`src/rtl/prim_rr_arb_pkg.sv`:
```
// Shared types for the round-robin arbiter with one-hot grant integrity check.
package prim_rr_arb_pkg;

  localparam int unsigned ArbStateWidth = 3;

  // Sparse state encodings, pairwise Hamming distance 2, so that a single
  // upset of the state register lands on an illegal code and is caught.
  typedef enum logic [ArbStateWidth-1:0] {
    IDLE  = 3'b011,
    GRANT = 3'b101,
    ERROR = 3'b110
  } arb_state_e;

endpackage : prim_rr_arb_pkg

```
`src/rtl/prim_onehot_check.sv`:
```
// Combinational integrity checker for a one-hot vector with its binary
// address and an enable qualifier. err_o rises on any inconsistency.
module prim_onehot_check #(
  parameter int unsigned OneHotWidth = 4,
  parameter int unsigned AddrWidth   = 2,
  parameter bit          AddrCheck   = 1'b1,
  parameter bit          EnableCheck = 1'b1,
  parameter bit          StrictCheck = 1'b1
) (
  input  logic [OneHotWidth-1:0] oh_i,
  input  logic [AddrWidth-1:0]   addr_i,
  input  logic                   en_i,
  output logic                   err_o
);

  logic [OneHotWidth-1:0] addr_oh;
  logic                   any_hot;
  logic                   multi_hot;
  logic                   oh_err;
  logic                   enable_err;
  logic                   addr_err;

  // Decode the address into the one-hot vector it should correspond to.
  // Out-of-range addresses decode to all-zero and therefore never match.
  for (genvar gi = 0; gi < OneHotWidth; gi++) begin : gen_addr_dec
    assign addr_oh[gi] = (addr_i == AddrWidth'(gi));
  end

  assign any_hot   = |oh_i;
  // Clearing the lowest set bit leaves something only if two or more were set.
  assign multi_hot = |(oh_i & (oh_i - OneHotWidth'(1)));

  // More than one hot bit is always a fault, regardless of enable.
  assign oh_err     = multi_hot;
  // Hot bits without enable are a fault; strict mode also rejects an
  // enabled vector that carries no hot bit at all.
  assign enable_err = EnableCheck &&
                      ((!en_i && any_hot) || (StrictCheck && en_i && !any_hot));
  // An enabled, non-empty vector must match the decoded address exactly.
  assign addr_err   = AddrCheck && en_i && any_hot && (oh_i != addr_oh);

  assign err_o = oh_err | enable_err | addr_err;

endmodule : prim_onehot_check

```
`src/rtl/prim_rr_arb_oh_checked.sv`:
```
// Round-robin arbiter issuing a registered one-hot grant and binary index
// under valid/ready. The live grant is integrity checked every cycle; any
// fault or illegal state drives a terminal ERROR state with sticky err_o.
module prim_rr_arb_oh_checked
  import prim_rr_arb_pkg::*;
#(
  parameter int unsigned NumReq   = 4,
  parameter int unsigned IdxWidth = 2
) (
  input  logic                clk_i,
  input  logic                rst_i,
  input  logic [NumReq-1:0]   req_i,
  input  logic                ready_i,
  output logic                valid_o,
  output logic [NumReq-1:0]   gnt_o,
  output logic [IdxWidth-1:0] idx_o,
  output logic                err_o
);

  arb_state_e          state_q, state_d;
  logic [NumReq-1:0]   gnt_q, gnt_d;
  logic [IdxWidth-1:0] idx_q, idx_d;
  logic [IdxWidth-1:0] ptr_q, ptr_d;
  logic                err_q, err_d;
  logic                chk_err;
  logic [IdxWidth-1:0] pick_idx;

  // Round-robin pick: lowest requester at or above ptr; if none, wrap to the
  // lowest requester overall. Caller only uses the result when req is non-zero.
  function automatic logic [IdxWidth-1:0] rr_pick(input logic [NumReq-1:0]   req,
                                                  input logic [IdxWidth-1:0] ptr);
    logic [NumReq-1:0]   masked;
    logic [IdxWidth-1:0] idx_m;
    logic [IdxWidth-1:0] idx_u;
    masked = '0;
    idx_m  = '0;
    idx_u  = '0;
    for (int i = 0; i < NumReq; i++) begin
      masked[i] = req[i] && (IdxWidth'(i) >= ptr);
    end
    for (int i = NumReq - 1; i >= 0; i--) begin
      if (masked[i]) idx_m = IdxWidth'(i);
      if (req[i])    idx_u = IdxWidth'(i);
    end
    return (|masked) ? idx_m : idx_u;
  endfunction

  assign pick_idx = rr_pick(req_i, ptr_q);

  assign valid_o = (state_q == GRANT);
  assign gnt_o   = gnt_q;
  assign idx_o   = idx_q;
  assign err_o   = err_q;

  prim_onehot_check #(
    .OneHotWidth (NumReq),
    .AddrWidth   (IdxWidth),
    .AddrCheck   (1'b1),
    .EnableCheck (1'b1),
    .StrictCheck (1'b1)
  ) u_onehot_check (
    .oh_i   (gnt_q),
    .addr_i (idx_q),
    .en_i   (valid_o),
    .err_o  (chk_err)
  );

  // Next-state and next-grant logic; a checker hit in any live state wins.
  always_comb begin
    state_d = state_q;
    gnt_d   = gnt_q;
    idx_d   = idx_q;
    ptr_d   = ptr_q;
    err_d   = err_q;
    unique case (state_q)
      IDLE: begin
        if (chk_err) begin
          state_d = ERROR;
          err_d   = 1'b1;
          gnt_d   = '0;
          idx_d   = '0;
        end else if (|req_i) begin
          state_d = GRANT;
          gnt_d   = NumReq'(1) << pick_idx;
          idx_d   = pick_idx;
        end
      end
      GRANT: begin
        if (chk_err) begin
          state_d = ERROR;
          err_d   = 1'b1;
          gnt_d   = '0;
          idx_d   = '0;
        end else if (ready_i) begin
          state_d = IDLE;
          ptr_d   = (idx_q == IdxWidth'(NumReq - 1)) ? '0 : idx_q + IdxWidth'(1);
          gnt_d   = '0;
          idx_d   = '0;
        end
      end
      ERROR: begin
        err_d = 1'b1;
        gnt_d = '0;
        idx_d = '0;
      end
      default: begin
        state_d = ERROR;
        err_d   = 1'b1;
        gnt_d   = '0;
        idx_d   = '0;
      end
    endcase
  end

  // State and grant registers; reset drops any grant in flight immediately.
  always_ff @(posedge clk_i or posedge rst_i) begin
    if (rst_i) begin
      state_q <= IDLE;
      gnt_q   <= '0;
      idx_q   <= '0;
      ptr_q   <= '0;
      err_q   <= 1'b0;
    end else begin
      state_q <= state_d;
      gnt_q   <= gnt_d;
      idx_q   <= idx_d;
      ptr_q   <= ptr_d;
      err_q   <= err_d;
    end
  end

`ifndef SYNTHESIS
  // Fault-free operating properties; suppressed while the checker is
  // reporting, since that is exactly when they are expected to break.
  a_gnt_onehot0: assert property (@(posedge clk_i) disable iff (rst_i || chk_err)
    $onehot0(gnt_o));
  a_valid_onehot: assert property (@(posedge clk_i) disable iff (rst_i || chk_err)
    valid_o |-> $onehot(gnt_o));
  a_gnt_stable: assert property (@(posedge clk_i) disable iff (rst_i || chk_err)
    (valid_o && !ready_i) |=> ($stable(gnt_o) && $stable(idx_o) && valid_o));
  a_err_sticky: assert property (@(posedge clk_i) disable iff (rst_i)
    err_o |=> err_o);
  a_ptr_range: assert property (@(posedge clk_i) disable iff (rst_i)
    int'(ptr_q) < int'(NumReq));
`endif

endmodule : prim_rr_arb_oh_checked

```
`config.mk`:
```
export PLATFORM = sky130hd
export DESIGN_NAME = prim_rr_arb_oh_checked
export DESIGN_NICKNAME = d
export VERILOG_FILES = /design/src/rtl/prim_rr_arb_pkg.sv /design/src/rtl/prim_onehot_check.sv /design/src/rtl/prim_rr_arb_oh_checked.sv
export SDC_FILE = /design/constraint.sdc
export NUM_CORES = 1
export LEC_CHECK = 0
export ABC_AREA = 1
export ABC_CLOCK_PERIOD_IN_PS = 4400
export CORE_MARGIN = 10
export CORE_UTILIZATION = 60
export DETAILED_ROUTE_END_ITERATION = 8
export DONT_BUFFER_PORTS = 1
export GPL_TIMING_DRIVEN = 0
export PLACE_DENSITY = 0.76
export SKIP_LAST_GASP = 1
export SYNTH_ARGS = -nofsm -noshare
export SYNTH_HDL_FRONTEND = slang
export SYNTH_SLANG_ARGS = --single-unit
```
`constraint.sdc`:
```
create_clock -name clk_i -period 4.4 [get_ports clk_i]
set_input_delay 0.88 -clock clk_i [delete_from_list [all_inputs] [get_ports clk_i]]
set_output_delay 0.88 -clock clk_i [all_outputs]
set_load 0.02 [all_outputs]
```
==> reports/results.txt <==
clock-pin slew of the registers on the worst-case setup and hold paths: 0.09 ns
combinational family with the most area after synthesis: simple AND/OR/NAND/NOR gates
remaining max-slew budget at the tightest pin: 0.659
CTS tree: yes
die area: 0.00337 mm2
Hold/Removal Path Class: in2async
critical path peak fanout: 6
detailed placement HPWL: 1.44 mm
critical path data required time: 4.61 ns
area of the mapped netlist: 870 um2
filler-free cell count of the finished design: 145
die width: 58.1 um
standard-cell row count: 13
net total in the final layout: 143
Pwr Density: 226 mW/mm2
worst vdd ir: 166 uV
# port buffers: 0
Pre-Repair DR Iteration Count: 5
Final Util: 0.693
number of design rule violations left after detail routing: 0
number of antenna diodes: 0
worst-case setup margin in the final layout: 2.16 ns
max-slew violation total from the final report: 0
post-placement worst setup slack: 2.21 ns
share of cells above drive strength 1: 0.146
max cap viols: 0
total number of vias: 733
DR vias/cell: 5.06
adder and majority cell fraction of the synthesized area: 0.0719
routed wire length: 1.73 mm
most common library cell in the layout ignoring fill and taps: sky130_fd_sc_hd__nand2_1
post-synthesis xor/xnor area fraction: 0
I/O pin count: 15
endpoint class of the critical path: flip-flop
number of global-route vias before repair: 770
highest-count cells in the layout ignoring fill and taps: sky130_fd_sc_hd__nand2_1 (44), sky130_fd_sc_hd__inv_1 (24), sky130_fd_sc_hd__nand3_1 (11), sky130_fd_sc_hd__dfrtp_1 (10), sky130_fd_sc_hd__nor2_1 (8)
synthesized flop and latch total: 12
post-cts hold buffer count: 0
placeable core area: 0.00133 mm2
Fin Clk Skew: 0.0144 ns
ratio of final minimum period to clock period: 0.508
number of buffers on the longest clock path: 2
Finish-stage setup viols: 0
portion of netlist area occupied by mux cells: 0
synthesized area per cell: 6.90 um2
RSZ-0062 raised after global routing: false
min cycle time layout: 2.24 ns
antenna violations before repair: 0
critical setup path kind: reg2reg
number of levels in the clock H-tree: 1
Met1 Wirelength: 745 um
mean routed wirelength per cell: 11.9 um
Congestion Overflow GR: 0
placed insts: 141
largest net degree at the start of global routing: 13
Final GP Congestion: 0.789
area growth from synthesis to final layout: 6.33%
Worst-Skew Late Latency: 0.28 ns
result of the run: completed
sequential share of the synthesized area: 0.348
total negative slack for setup checks: 0 ns
transition at the pin with the smallest max-transition slack: 0.507 ns
buffers inserted during post-CTS setup optimization: 0
global-route wire length before repair: 3.15 mm
Leakage Power: 0.556 nW
path depth of the worst reg2reg path: 11
share of the synthesized area in compound gates (AO/OA/AOI/OAI): 0.0633
startpoint types: flip-flop
die outline height: 58.1 um
buffer type at the clock tree root: sky130_fd_sc_hd__clkbuf_4
Final Hold Vio Count: 0
crit path DAT: 2.45 ns
topmost layer with routed signal wires: met4
launch instance of the worst register-to-register path: state_q[1]$_DFFE_PP1P_
total number of clock tree sinks: 12
number of cells upsized or downsized after cts: 0
distinct cell type count of the synthesized netlist: 21
timing startpoint of the critical path: state_q[1]$_DFFE_PP1P_
Yosys warning total: 0
Post-Syn Nets: 138
post-synthesis simple-gate area fraction: 0.404
Initial Utilization: 0.652
ANT nets after route: 0
met3 WL: 136 um
Post-Syn Instances: 126
Fmax: 447 MHz
total CTS buffers: 3
count of routing violations after the opening detailed-route iteration: 19
DR WL met2: 809 um
global-route usage over all layers: 0.113
==> worst paths after layout <==
check / end / slack [ns]
worst min register to register: ptr_q[0]$_DFFE_PP0P_ / 0.53
worst max register to register: gnt_o[3]$_DFFE_PP0P_ / 2.16
min in group clk_i: ptr_q[0]$_DFFE_PP0P_ / 0.53
worst min-delay path: err_o$_DFFE_PP0P_ / 0.48
worst max-delay path: gnt_o[3]$_DFFE_PP0P_ / 2.16
max in group asynchronous: state_q[1]$_DFFE_PP1P_ / 3.58
==> cells by family (layout without fill, tap and decap cells) <==
| kind of cell | count (synthesis) | in the layout |
|---|---|---|
| AOI/OAI and AO/OA | 9 | 9 |
| buffers and inverters | 26 | 30 |
| and+or+nand+nor | 74 | 74 |
| DFF | 12 | 12 |
| adders and majority gates | 5 | 5 |
==> synth_stat cells <==
master                     number  share of area
sky130_fd_sc_hd__a21oi_1        4          0.023
sky130_fd_sc_hd__a21oi_2        1          0.010
sky130_fd_sc_hd__dfrtp_1       10           0.29
sky130_fd_sc_hd__dfstp_2        2          0.060
sky130_fd_sc_hd__ha_1           5          0.072
sky130_fd_sc_hd__inv_1         24           0.10
sky130_fd_sc_hd__inv_2          2         0.0086
sky130_fd_sc_hd__nand2_1       44           0.19
sky130_fd_sc_hd__nand2_2        2          0.014
sky130_fd_sc_hd__nand2_4        2          0.026
sky130_fd_sc_hd__nand3_1       11          0.063
sky130_fd_sc_hd__nand3_2        2          0.023
sky130_fd_sc_hd__nand4_2        1          0.014
sky130_fd_sc_hd__nor2_1         8          0.035
sky130_fd_sc_hd__nor2_4         2          0.026
sky130_fd_sc_hd__nor3_1         1         0.0057
sky130_fd_sc_hd__nor4_1         1         0.0072
sky130_fd_sc_hd__o211ai_1       1         0.0086
sky130_fd_sc_hd__o21ai_0        1         0.0057
sky130_fd_sc_hd__o21ai_1        1         0.0057
sky130_fd_sc_hd__o21ai_2        1          0.010
==> worst max-delay path, cell delays in order, from the launching register on <==
cell and delay [ns]:
sky130_fd_sc_hd__dfstp_2 0.54, sky130_fd_sc_hd__inv_1 0.05, sky130_fd_sc_hd__nand3_1 0.19, sky130_fd_sc_hd__inv_1 0.19, sky130_fd_sc_hd__ha_1 0.33, sky130_fd_sc_hd__a21oi_1 0.12, sky130_fd_sc_hd__o21ai_1 0.11, sky130_fd_sc_hd__nor2_4 0.19
sky130_fd_sc_hd__nand4_2 0.17, sky130_fd_sc_hd__nand2_2 0.15, sky130_fd_sc_hd__nand2_1 0.07, sky130_fd_sc_hd__nand2_1 0.06
==> report_power, final <==
part | switching, mW | total, mW | leakage (nW) | internal, mW
combinational | 0.00695 | 0.00948 | 0.385 | 0.00253
clock | 0.0385 | 0.0889 | 0.0210 | 0.0503
sequential | 0 | 0.110 | 0.150 | 0.110
==> per-layer routing <==
| metal | up-vias | track usage |
|---|---|---|
| met3 | 5 | 0.0370 |
| li1 | 390 | - |
| met1 | 316 | 0.131 |
| met5 | - | 0 |
| met4 | 0 | 0.0403 |
| met2 | 22 | 0.190 |
==> state kept, by name, summed over array words and instances (netlist names) <==
register,count
gnt_o,4
state_q,3
idx_o,2
ptr_q,2
err_o,1
==> cell type report <==
| type | instances | area [um2] |
|---|---|---|
| sequential | 12 | 303 |
| fill | 122 | 409 |
| inverter | 26 | 97.6 |
| clock buffer | 4 | 36.3 |
| multi-input combinational | 88 | 469 |
| tap | 15 | 18.8 |
==> metrics by stage <==
step	total power, mW	hold WS (ns)	instance area (um2)
after floorplan	0.120	0.478	870
after global placement	0.121	0.503	888
after detailed placement	0.122	0.512	888
after CTS	0.211	0.496	925
after global routing	0.216	0.509	925
final	0.209	0.480	925
No activity file was read; power rests on OpenSTA's default activity.
